File: src/rtl/led_bar_pkg.sv
// -----------------------------------------------------------------------------
// led_bar_pkg
//   Shared definitions for the LED bar decoder: controller state encoding,
//   bar geometry, and the level-to-LED pattern function.
//
//   Build option:
//     LED_BAR_THERMO_EN  defined   -> thermometer bar (all LEDs 0..level lit)
//                        undefined -> one-hot bar (only LED[level] lit)
//   In both modes the highest lit LED index equals the displayed level, so a
//   priority encoder on the bar recovers the level with valid=1.  A blank bar
//   gives valid=0.
// -----------------------------------------------------------------------------
package led_bar_pkg;

   typedef enum logic [1:0] {
      BLANK = 2'd0,
      HOLD  = 2'd1,
      MOVE  = 2'd2
   } bar_state_e;

   localparam logic [3:0] MAX_LEVEL = 4'd9;
   localparam int         NUM_LEDS  = 10;

   // Clamp a requested value into the displayable range 0..MAX_LEVEL.
   function automatic logic [3:0] sat_level(input logic [3:0] v);
      return (v > MAX_LEVEL) ? MAX_LEVEL : v;
   endfunction

   // LED drive for a displayed level (level is always 0..MAX_LEVEL here).
   function automatic logic [NUM_LEDS-1:0] pattern(input logic [3:0] lvl);
      logic [NUM_LEDS-1:0] p;
      p = '0;
      for (int i = 0; i < NUM_LEDS; i++) begin
`ifdef LED_BAR_THERMO_EN
         p[i] = (i <= int'(lvl));
`else
         p[i] = (i == int'(lvl));
`endif
      end
      return p;
   endfunction

endpackage

File: src/rtl/led_bar_decoder_step_ticker.sv
// -----------------------------------------------------------------------------
// step_ticker
//   Animation prescaler.  While enabled, counts clock cycles and raises tick_o
//   for one cycle every STEP_DIV enabled cycles.  clr_i forces the count back
//   to zero, so the first tick after a clear lands STEP_DIV cycles later.
//
//   Ports:
//     clk     in   system clock, rising edge
//     rst_n   in   asynchronous active-low reset
//     clr_i   in   synchronous clear of the count (dominates en_i)
//     en_i    in   count enable
//     tick_o  out  one-cycle step strobe (combinational from the count)
// -----------------------------------------------------------------------------
module step_ticker #(
   parameter int STEP_DIV = 5_000_000
) (
   input  logic clk,
   input  logic rst_n,
   input  logic clr_i,
   input  logic en_i,
   output logic tick_o
);

   localparam int               CNT_W = $clog2(STEP_DIV + 1);
   localparam logic [CNT_W-1:0] LAST  = CNT_W'(STEP_DIV - 1);

   logic [CNT_W-1:0] cnt_q;
   logic [CNT_W-1:0] cnt_d;

   // The strobe is asserted in the last cycle of each period so that the
   // consumer acts on the edge that closes the period.
   assign tick_o = en_i & ~clr_i & (cnt_q == LAST);

   always_comb begin
      cnt_d = cnt_q;
      if (clr_i) begin
         cnt_d = '0;
      end else if (en_i) begin
         cnt_d = tick_o ? '0 : cnt_q + 1'b1;
      end
   end

   always_ff @(posedge clk or negedge rst_n) begin
      if (!rst_n) begin
         cnt_q <= '0;
      end else begin
         cnt_q <= cnt_d;
      end
   end

endmodule

File: src/rtl/led_bar_decoder.sv
// -----------------------------------------------------------------------------
// led_bar_decoder
//   Drives a 10-LED bar so that a priority encoder reading the bar recovers the
//   requested value.  New targets are reached by stepping the displayed level
//   one position per animation tick rather than jumping.
//
//   Build option: LED_BAR_THERMO_EN selects the thermometer pattern; without it
//   the bar is one-hot (see led_bar_pkg::pattern).
//
//   Ports:
//     clk       in   system clock, rising edge
//     rst_n     in   asynchronous active-low reset
//     in_val    in   requested value, 0..9 (10..15 saturate to 9)
//     in_valid  in   1 = display in_val, 0 = blank the bar
//     in_load   in   request strobe, taken when in_load & ready at an edge
//     ready     out  high when not animating (registered)
//     busy      out  inverse of ready
//     led       out  LED drive (registered)
//     level     out  displayed position 0..9 (registered)
//     err       out  one-cycle pulse when an accepted load had in_val > 9
// -----------------------------------------------------------------------------
module led_bar_decoder
   import led_bar_pkg::*;
#(
   parameter int STEP_DIV = 5_000_000
) (
   input  logic                clk,
   input  logic                rst_n,
   input  logic [3:0]          in_val,
   input  logic                in_valid,
   input  logic                in_load,
   output logic                ready,
   output logic                busy,
   output logic [NUM_LEDS-1:0] led,
   output logic [3:0]          level,
   output logic                err
);

   bar_state_e          state_q,  state_d;
   logic [3:0]          level_q,  level_d;
   logic [3:0]          target_q, target_d;
   logic [NUM_LEDS-1:0] led_q,    led_d;
   logic                err_q,    err_d;
   logic                ready_q,  ready_d;

   logic                accept;
   logic                step_tick;
   logic [3:0]          start_lvl;
   logic [3:0]          req_lvl;
   logic [3:0]          step_lvl;

   // The prescaler only runs during an animation; holding it cleared
   // elsewhere means every move starts a fresh STEP_DIV period at acceptance.
   step_ticker #(
      .STEP_DIV (STEP_DIV)
   ) u_ticker (
      .clk    (clk),
      .rst_n  (rst_n),
      .clr_i  (state_q != MOVE),
      .en_i   (state_q == MOVE),
      .tick_o (step_tick)
   );

   // Loads arriving mid-animation are dropped outright.
   assign accept    = in_load & ready_q;
   assign req_lvl   = sat_level(in_val);
   // A blank bar animates up from position 0.
   assign start_lvl = (state_q == BLANK) ? 4'd0 : level_q;

   // One position toward the target.  MOVE is only entered when the level
   // differs from the target, so this never runs past it or out of 0..9.
   always_comb begin
      step_lvl = level_q;
      if (level_q < target_q) begin
         step_lvl = level_q + 4'd1;
      end else if (level_q > target_q) begin
         step_lvl = level_q - 4'd1;
      end
   end

   always_comb begin
      state_d  = state_q;
      level_d  = level_q;
      target_d = target_q;
      led_d    = led_q;
      ready_d  = ready_q;
      err_d    = 1'b0;

      if (accept) begin
         if (!in_valid) begin
            state_d  = BLANK;
            level_d  = 4'd0;
            target_d = 4'd0;
            led_d    = '0;
            ready_d  = 1'b1;
         end else begin
            target_d = req_lvl;
            err_d    = (in_val > MAX_LEVEL);
            level_d  = start_lvl;
            led_d    = pattern(start_lvl);
            if (req_lvl == start_lvl) begin
               state_d = HOLD;
               ready_d = 1'b1;
            end else begin
               state_d = MOVE;
               ready_d = 1'b0;
            end
         end
      end else if ((state_q == MOVE) && step_tick) begin
         level_d = step_lvl;
         led_d   = pattern(step_lvl);
         // Arrival and ready rise on the same edge as the final step.
         if (step_lvl == target_q) begin
            state_d = HOLD;
            ready_d = 1'b1;
         end
      end
   end

   always_ff @(posedge clk or negedge rst_n) begin
      if (!rst_n) begin
         state_q  <= BLANK;
         level_q  <= 4'd0;
         target_q <= 4'd0;
         led_q    <= '0;
         err_q    <= 1'b0;
         ready_q  <= 1'b1;
      end else begin
         state_q  <= state_d;
         level_q  <= level_d;
         target_q <= target_d;
         led_q    <= led_d;
         err_q    <= err_d;
         ready_q  <= ready_d;
      end
   end

   assign ready = ready_q;
   assign busy  = ~ready_q;
   assign led   = led_q;
   assign level = level_q;
   assign err   = err_q;

endmodule

File: config.mk
export PLATFORM = sky130hd
export DESIGN_NAME = led_bar_decoder
export DESIGN_NICKNAME = d
export VERILOG_FILES = /design/src/rtl/led_bar_pkg.sv /design/src/rtl/led_bar_decoder_step_ticker.sv /design/src/rtl/led_bar_decoder.sv
export SDC_FILE = /design/constraint.sdc
export NUM_CORES = 1
export LEC_CHECK = 0
export ABC_AREA = 1
export BUFFER_PORTS_ARGS = -buffer_cell sky130_fd_sc_hd__buf_2
export CAP_MARGIN = 20
export CORE_MARGIN = 2
export CORE_UTILIZATION = 35
export CTS_CLUSTER_DIAMETER = 40
export CTS_CLUSTER_SIZE = 24
export DETAILED_ROUTE_END_ITERATION = 6
export HOLD_SLACK_MARGIN = 0.05
export PLACE_DENSITY = 0.59
export SLEW_MARGIN = 20
export SYNTH_ARGS = -nofsm -noshare
export SYNTH_HDL_FRONTEND = slang
export SYNTH_SLANG_ARGS = --single-unit
export TNS_END_PERCENT = 10
File: constraint.sdc
create_clock -name clk -period 2.58 [get_ports clk]
set_clock_uncertainty 0.15 [all_clocks]
set_input_delay 0.258 -clock clk [delete_from_list [all_inputs] [get_ports clk]]
set_output_delay 0.258 -clock clk [all_outputs]
set_load 0.05 [all_outputs]
Word level (Yosys, flattened, before mapping)
Index checks and enable logic that the tools add are counted.

Register bits after elaboration: 45. Bits of input ports: 8. Word-level logic and storage cells: 75.

Add/subtract/negate cells: 3. Magnitude comparators: 3. Eq/ne operators: 23. Multiplexer cells: 26. Bitwise gates (word level): 5. Reductions and logical operators: 8.

Operators by type and width (number): $mux 23 (3); $eq 4x4->1 const A (12); $mux 4 (8); $mux 10 (3); $add 23x1->23 const B (1); $eq 23x23->1 const B (1); $eq 3x4->1 const A (4); $mux 2 (5); $eq 2x4->1 const A (2); $eq 4x4->1 (2); $logic_not 4->1 (2); $mux 1 (7); $reduce_bool 2->1 (3); $add 4x1->4 const B (1); $gt 4x4->1 (1); $gt 4x4->1 const B (1); $lt 4x4->1 (1); $sub 4x1->4 const B (1); $and 1x1->1 (3); $eq 2x2->1 const B (1); $logic_not 2->1 (1); $ne 2x2->1 const B (1); $not 1->1 (2); $reduce_and 2->1 (1); $logic_and 1x1->1 (1).

Logic depth before layout (Yosys ltp)
Gate-level depths: netlist of the first run.

Depth in word-level cells: 7. Gate-level depth with buffers: 17.

Modules after synthesis
Synthesis of the first run repeated with hierarchy kept, for this count alone.

Cell total of the unflattened synthesis: 426. Area, all modules: 3035.4 µm².

Modules (own cells, without submodules): led_bar_decoder (times used 1, cells an instance 217, area an instance 1554.0 µm²); step_ticker (times used 1, cells an instance 209, area an instance 1481.4 µm²).

Worst setup path after synthesis of the first run
Ideal clock, no wire load.

Path type: flip-flop to flip-flop. From: register level_q[0], in the netlist level[0]. To: register state_q[1]. Library setup time: 0.118 ns. Arrival: 2.070 ns. Required time: 2.312 ns. Slack: 0.241 ns. Stages on the path, launching flop included: 14. Path through: dfrtp_1 inv_1 ha_1 nand2_1 o21ai_0 nand2_1 nand2_1 nand2_1 nand2_1 nand3_1 nor2_1 nand3_2 nand3_1 nand2_1.

Longest elaborated chain between the ends: 6.

Ends and longest elaborated chain: from (decl) (RTL line led_bar_decoder.sv:40) `logic [3:0] level_q, level_d;`; from (signal assigned) (RTL line led_bar_decoder.sv:130) `level_q <= level_d;`; $sub 4x1->4 or $gt 4x4->1 (tied branches) (RTL line led_bar_decoder.sv:77, led_bar_decoder.sv:76); $mux 4 (RTL line led_bar_decoder.sv:76) `end else if (level_q > target_q) begin`; $mux 4 (RTL line led_bar_decoder.sv:74) `if (level_q < target_q) begin`; $eq 4x4->1 (RTL line led_bar_decoder.sv:113) `if (step_lvl == target_q) begin`; $reduce_bool 2->1 (no source line); $reduce_and 2->1 (no source line); to (signal assigned) (RTL line led_bar_decoder.sv:129) `state_q <= state_d;`; to (decl) (RTL line led_bar_decoder.sv:39) `bar_state_e state_q, state_d;`.

Several ways; a longest one is shown, not always the timed one. A chain may end at the register's enable or synchronous reset.

Worst setup path in the final report of the first run
From: register level_q[1], in the netlist level[1]. To: register state_q[1].

The elaborated chain is that of the path after synthesis.

==> results.md, run 1 <==
- Clk_lat worst skew: 0.30 ns
- Cell Area, Synth: 2820 um^2
- Worst-Margin Slew: 0.565 ns
- Post-route minimum period: 2.36 ns
- CTS tree: yes
- Register bit total from synthesis: 45
- Number of global-route vias before repair: 2353
- DR vias: 2528
- Worst-path clk slew: 0.09 ns
- Final setup violation count: 0
- R2r endpoint: state_q[1]$_DFFE_PN0P_
- Antenna Cells: 0
- Core ar.: 7770 um^2
- H-tree levels: 2
- Nets: 422
- TritonCTS sink count: 45
- Die area: 8780 um^2
- Cell Pwr Density: 1200 nW/um^2
- Syn_area_per_cell: 7.53 um^2
- Reg2reg start: level[1]$_DFFE_PN0P_
- Yosys cell types: 39
- Depth of the worst hold-timing path: 3
- Initial Util: 36.3%
- Placed wire-length estimate: 5320 um
- Min-delay src: in_val[0]
- Final Non-Filler Cells: 510
- CTS buffer count: 5
- Port buffer count: 24
- Vias per cell: 4.96
- Synth top area cells: dfrtp_1, nand2_1, inv_1, nor2_1, a21oi_1
- Share of post-route cells with drive strength above 1: 18.1%
- Total GRT Usage: 16.5%
- Post-synth ARST share: 100%
- Post-synth EDFFs: 0
- R2R cell count: 13
- First-pass detailed-route iteration total: 5
- Placed cells: 501
- Yosys warns: 0
- DRT iter0 DRCs: 221
- Global-route wire length before repair: 11600 um
- Static Leakage: 1.57 nW
- Final worst-path cycle share: 91.4%
- Synth top area share: 39.1%
- Post-Synthesis Cells: 374
- Req. time, crit path: 2.63 ns
- Antenna violations before repair: 0
- Die Wd: 93.7 um
- Avg WL per Cell: 13.5 um
- Hold Path End: target_q[0]$_DFFE_PN0P_
- Clock Tree Root: clkbuf_8
- Status: completed
- Commonest non-fill, non-tap cells in the layout: nand2_1, inv_1, nor2_1, dfrtp_1, a21oi_1
- Critical Path Source: level[1]$_DFFE_PN0P_
- Reg2reg setup slack: 0.22 ns
- Final wirelength: 6870 um
- # IOs: 25
- Worst vdd ir: 0.492 mV
- Path type of the worst setup path: reg2reg
- Slew Limit Fails: 0
- CP endpoint kind: flop
- Cell taking the most area after synthesis: dfrtp_1
- Clock buffer depth: 2
- Final Util: 41.5%
- Synth Net Count: 389
- Pin count of the biggest net entering global routing: 24
- Sequential share of the synthesized area: 40.0%
- Row Count: 32
- Placer congestion estimate: 0.916
- Worst setup SP type: flop
- Final hold violation count: 0
- Hold Path Class: in2reg
- Commonest non-fill, non-tap cell in the layout: nand2_1
- TNS Setup: 0 ns
- Ys flop type: dfrtp_1
- RSZ-0062 raised after global routing: no
- Maximum capacitance violations: 0
- Post-route DRC: 0
- Area grow syn2layout: 14.4%
- WP data arrival: 2.41 ns
- Die height: 93.7 um
- Critical Path Fanout Max: 10
- ANT nets after route: 0
- Slew headroom: 62.2%
- Fillers: 843
- Grt ovf: 0
- Max Clk Rate: 424 MHz
## synth_stat cells, types with 3 or more instances
| library cell | n |
|---|---|
| inv_2 | 5 |
| dfrtp_1 | 44 |
| nor3_2 | 3 |
| nand2_1 | 74 |
| nor2_1 | 49 |
| inv_1 | 52 |
| nand3_2 | 4 |
| nor3_1 | 12 |
| ha_1 | 7 |
| a31oi_1 | 5 |
| o22ai_1 | 4 |
| a21oi_2 | 3 |
| nor4_1 | 3 |
| nand2_2 | 7 |
| nand3_1 | 23 |
| nand4_1 | 8 |
| a21oi_1 | 25 |
| o21ai_0 | 10 |
| xor2_1 | 7 |
| nor2_4 | 3 |
## area by class of cell
cell class              count  area, um^2  share of cell area [%]
clock buffers               5        68.8                    2.13
well taps                 102         128                    3.96
multi-input cells         267        1450                    44.9
flip-flops and latches     45        1130                    35.0
repair buffers             30         168                    5.20
clock inverters             3        68.8                    2.13
inverters                  58         218                    6.75
## report_power, final
| part | switching (W) | leakage, nW | internal (W) |
|---|---|---|---|
| Combinational | 0.00163 | 0.908 | 0.000586 |
| Sequential | 0.000140 | 0.592 | 0.000877 |
| Clock | 0.000259 | 0.0687 | 0.000390 |
| Total | 0.00203 | 1.57 | 0.00185 |
## critical path, cell delays in order, from the launching register on
cell and delay [ns]:
dfrtp_1 0.56, inv_1 0.20, ha_1 0.35, inv_1 0.04
o21ai_0 0.07, nand2_1 0.06, nand2_1 0.10, nand2_1 0.14
nand2_1 0.11, nand3_1 0.08, nor2_1 0.14, nand3_2 0.11
nand3_1 0.09, nand2_1 0.05
## what timing repair did
action                                  CTS  global route
hold endpoints to repair                 21             0
resized for setup                         0             1
hold buffers                              1             0
endpoints found under the setup margin    0             6
setup buffers                             0             0
## per-stage QoR
stage	setup slack, ns	total power (W)	area (um^2)	hold WS [ns]
after floorplan	0.241	0.00267	2820	-0.188
after global placement	0.169	0.00324	3070	0.130
after detailed placement	0.0380	0.00323	3070	0.139
after CTS	0.0119	0.00389	3220	0.0830
after global routing	0.0342	0.00417	3220	0.0832
final	0.221	0.00388	3220	0.100
## worst max path at each step
stage / slack [ns] / to / cells past startpoint
2_1_floorplan: 0.24 / state_q[1]$_DFFE_PN0P_ / 13
3_3_place_gp: 0.17 / u_ticker.cnt_q[0]$_DFF_PN0_ / 9
3_5_place_dp: 0.04 / u_ticker.cnt_q[0]$_DFF_PN0_ / 9
4_1_cts: 0.01 / u_ticker.cnt_q[0]$_DFF_PN0_ / 9
5_1_grt: 0.03 / state_q[1]$_DFFE_PN0P_ / 13
6_report: 0.22 / state_q[1]$_DFFE_PN0P_ / 13
## routing by layer
layer | up-vias | wire (um) | track usage [%]
li1 | 1282 | - | -
met1 | 1167 | 3450 | 25.0
met2 | 71 | 2970 | 24.6
met3 | 8 | 379 | 2.81
met4 | 0 | 72 | 3.74
met5 | - | 0 | 0
## logic make-up after synthesis
kind of cell,Yosys count,synth area share [%]
AO/OA/AOI/OAI,55,12.2
XOR/XNOR,9,2.80
adder cells (fa/ha/maj),7,3.11
buffers and inverters,62,8.75
flip-flops,45,40.0
AND/OR/NAND/NOR,196,33.2
## state kept, by name, summed over array words and instances, names as in the netlist
signal          count
u_ticker.cnt_q     23
led                10
level               4
target_q            4
state_q             2
err                 1
ready               1
Note: power is estimated with default switching activity, not from simulation.
==> run 2: changes to the inputs <==
ABC_AREA = not set   (was 1)
==> run 2 against run 1 <==
Net effect: count of clock-buffer cells in the layout rose by 2; sequential share of layout area fell by 0.31 points; cell area up 1.0%; wire length rose by 0.50%.
==> results.md, run 2 <==
- Nets: 362 (-14%)
- Avg WL per Cell: 15.3 um (+14%)
- Final worst-path cycle share: 94.0% (+2.5 points)
- DR vias: 2444 (-3.3%)
- Worst vdd ir: 0.254 mV (-49%)
- Synth Net Count: 333 (-14%)
- Maximum capacitance violations: 0 (unchanged)
- CTS buffer count: 5 (unchanged)
- First-pass detailed-route iteration total: 5 (unchanged)
- Global-route wire length before repair: 11500 um (-0.54%)
- Slew Limit Fails: 0 (unchanged)
- Top reg by flops: u_ticker.cnt_q
- CP endpoint kind: flop
- Hold Path Class: in2reg
- Yosys cell types: 56 (+44%)
- Hold slack: 0.0583 ns (-0.0421 ns)
- Largest register FFs: 23 (unchanged)
- Final setup violation count: 0 (unchanged)
- TritonCTS sink count: 45 (unchanged)
- Worst setup SP type: flop
- Yosys warns: 0 (unchanged)
- Post-synthesis mux area share: 0.356% (+0.36 points)
- Reg2reg setup slack: 0.16 ns (-0.07 ns)
- Pin count of the biggest net entering global routing: 36 (+50%)
- WP data arrival: 2.45 ns (+0.04 ns)
- Clock Tree Root: clkbuf_8
- Largest family of logic cells by synthesized area: simple AND/OR/NAND/NOR gates
- ANT nets after route: 0 (unchanged)
- Total GRT Usage: 16.7% (+0.14 points)
- Post-CTS Setup Repair Bufs: 0 (unchanged)
- Max Clk Rate: 413 MHz (-2.7%)
- Area grow syn2layout: 15.7%
- Reg2reg start: target_q[3]$_DFFE_PN0P_
- Clk_lat worst skew: 0.30 ns (about the same)
- Grt ovf: 0 (unchanged)
- Post-synth EDFFs: 0 (unchanged)
- Final wirelength: 6900 um (+0.50%)
- Row Count: 32 (unchanged)
- Synth top cells by count: nor2_1, dfrtp_1, nand2_1
- Syn_area_per_cell: 8.85 um^2 (+17%)
- Cell Pwr Density: 912 nW/um^2 (-24%)
- Ys flop type: dfrtp_1
- Die area: 8770 um^2 (-0.13%)
- XOR/XNOR share of the synthesized area: 8.58% (+5.8 points)
- Min-delay src: in_val[3]
- Placer congestion estimate: 0.973 (+6.2%)
- Cell taking the most area after synthesis: dfrtp_1
- Sequential share of the synthesized area: 40.1% (+0.053 points)
- DRT iter0 DRCs: 105 (-52%)
- Antenna violations before repair: 0 (unchanged)
- Die Wd: 93.7 um (about the same)
- Critical-path cell with the highest stage delay: ha_1
- Cell Area, Synth: 2810 um^2 (-0.13%)
- Status: completed
- Post-route DRC: 0 (unchanged)
- Worst-Margin Slew: 0.532 ns (-0.0336 ns)
- Path type of the worst setup path: reg2reg
- Post-Synthesis Cells: 318 (-15%)
- Slew headroom: 64.4% (+2.2 points)
- # IOs: 25 (unchanged)
- Vias per cell: 5.43 (+9.6%)
- R2R cell count: 8 (-5)
- Static Leakage: 1.38 nW (-12%)
- Post-route minimum period: 2.42 ns (+0.0652 ns)
- Share of post-route cells with drive strength above 1: 17.5% (-0.61 points)
- Core ar.: 7770 um^2 (unchanged)
- R2r endpoint: state_q[1]$_DFFE_PN0P_
- Antenna Cells: 0 (unchanged)
- Critical Path Fanout Max: 6 (-4)
- Synth Area in Simple Gates: 26.9% (-6.3 points)
- Port buffer count: 24 (unchanged)
- Number of global-route vias before repair: 2404 (+2.2%)
- Register bit total from synthesis: 45 (unchanged)
- Depth of the worst hold-timing path: 2 (-1)
- Die height: 93.7 um (about the same)
- Placed wire-length estimate: 5150 um (-3.2%)
- Crit-path cells: inv_1, ha_1, nand4_4, a31oi_4, xnor3_1, nor4_2, o2111a_2, a31oi_1
- Synth top area share: 39.1% (+0.052 points)
- Final hold violation count: 0 (unchanged)
- Worst path max stage delay: 0.42 ns (-0.14 ns)
- Worst-path clk slew: 0.09 ns (about the same)
- Final Util: 41.9% (+0.42 points)
- Synth top area cells: dfrtp_1, nor2_1, xor2_1, a21oi_1, nand2_1
- Clock buffer depth: 2 (unchanged)
- Commonest non-fill, non-tap cell in the layout: nor2_1
- Top-count cell post-synth: nor2_1
- Initial Util: 36.2% (-0.048 points)
- Req. time, crit path: 2.61 ns (-0.02 ns)
- Buf+Inv Stages, Crit Path: 1 (-1)
- Compound-Gate Fraction of Synth Area: 17.3% (+5.2 points)
- H-tree levels: 2 (unchanged)
- Commonest non-fill, non-tap cells in the layout: nor2_1, dfrtp_1, nand2_1, buf_2, a21oi_1
- Post-synth ARST share: 100% (unchanged)
- Crit path max-delay family: compound AO/OA/AOI/OAI gates
- Hold Path End: target_q[2]$_DFFE_PN0P_
- CTS tree: yes
- Adder-cell share of the synthesized area: 3.11% (+0.0041 points)
## run 2: worst max path at each step
stage,startpoint,to,cells after the start
global route,target_q[3]$_DFFE_PN0P_,state_q[1]$_DFFE_PN0P_,8
finish,target_q[3]$_DFFE_PN0P_,state_q[1]$_DFFE_PN0P_,8
floorplan,level[0]$_DFFE_PN0P_,state_q[0]$_DFFE_PN0P_,10
CTS,target_q[3]$_DFFE_PN0P_,state_q[1]$_DFFE_PN0P_,8
detailed placement,target_q[3]$_DFFE_PN0P_,state_q[1]$_DFFE_PN0P_,8
global placement,target_q[3]$_DFFE_PN0P_,state_q[1]$_DFFE_PN0P_,8
## run 2: report_power, final
group	internal [W]	switching [W]	total (W)
registers	0.000835	0.0000886	0.000924
clock network	0.000316	0.000254	0.000571
logic	0.000494	0.000983	0.00148
## run 2: timing repair
item / in CTS / in global routing
endpoints found under the setup margin: 0 / 6
gates resized for setup: 0 / 6
hold buffers: 1 / 0
endpoints found under the hold margin: 44 / 0
## run 2: kinds of logic after synthesis
kind of cell,Yosys count
flip-flops,45
AND/OR/NAND/NOR,145
adder cells (fa/ha/maj),7
XOR/XNOR,26
buffers and inverters,24
AO/OA/AOI/OAI,70
multiplexers,1
## run 2: cell type report
| cell class | instances | area (um^2) |
|---|---|---|
| Fill cell | 774 | 4510 |
| Multi-Input combinational cell | 249 | 1620 |
| Sequential cell | 45 | 1130 |
| Timing Repair Buffer | 36 | 225 |
| Tap cell | 102 | 128 |
| Clock buffer | 7 | 86.3 |
| Inverter | 10 | 37.5 |
| Clock inverter | 1 | 30.0 |
## run 2: metrics by stage
step | instances | instance area (um^2) | total power, W | worst slack (ns) | TNS [ns]
after floorplan | 318 | 2820 | 0.00204 | 0.0265 | 0
after CTS | 450 | 3220 | 0.00293 | 0.0284 | 0
after detailed placement | 441 | 3090 | 0.00235 | 0.0555 | 0
after global routing | 450 | 3260 | 0.00317 | -0.0116 | -0.0116
final | 450 | 3260 | 0.00297 | 0.156 | 0
after global placement | 441 | 3090 | 0.00233 | 0.109 | 0
## run 2: routing by layer
layer	wire length [um]	GRT usage [%]	part of all wire, %
met1	3100	21.5	45
met3	311	2.73	4.5
met2	3370	28.3	49
met5	0	0	0
met4	118	5.92	1.7
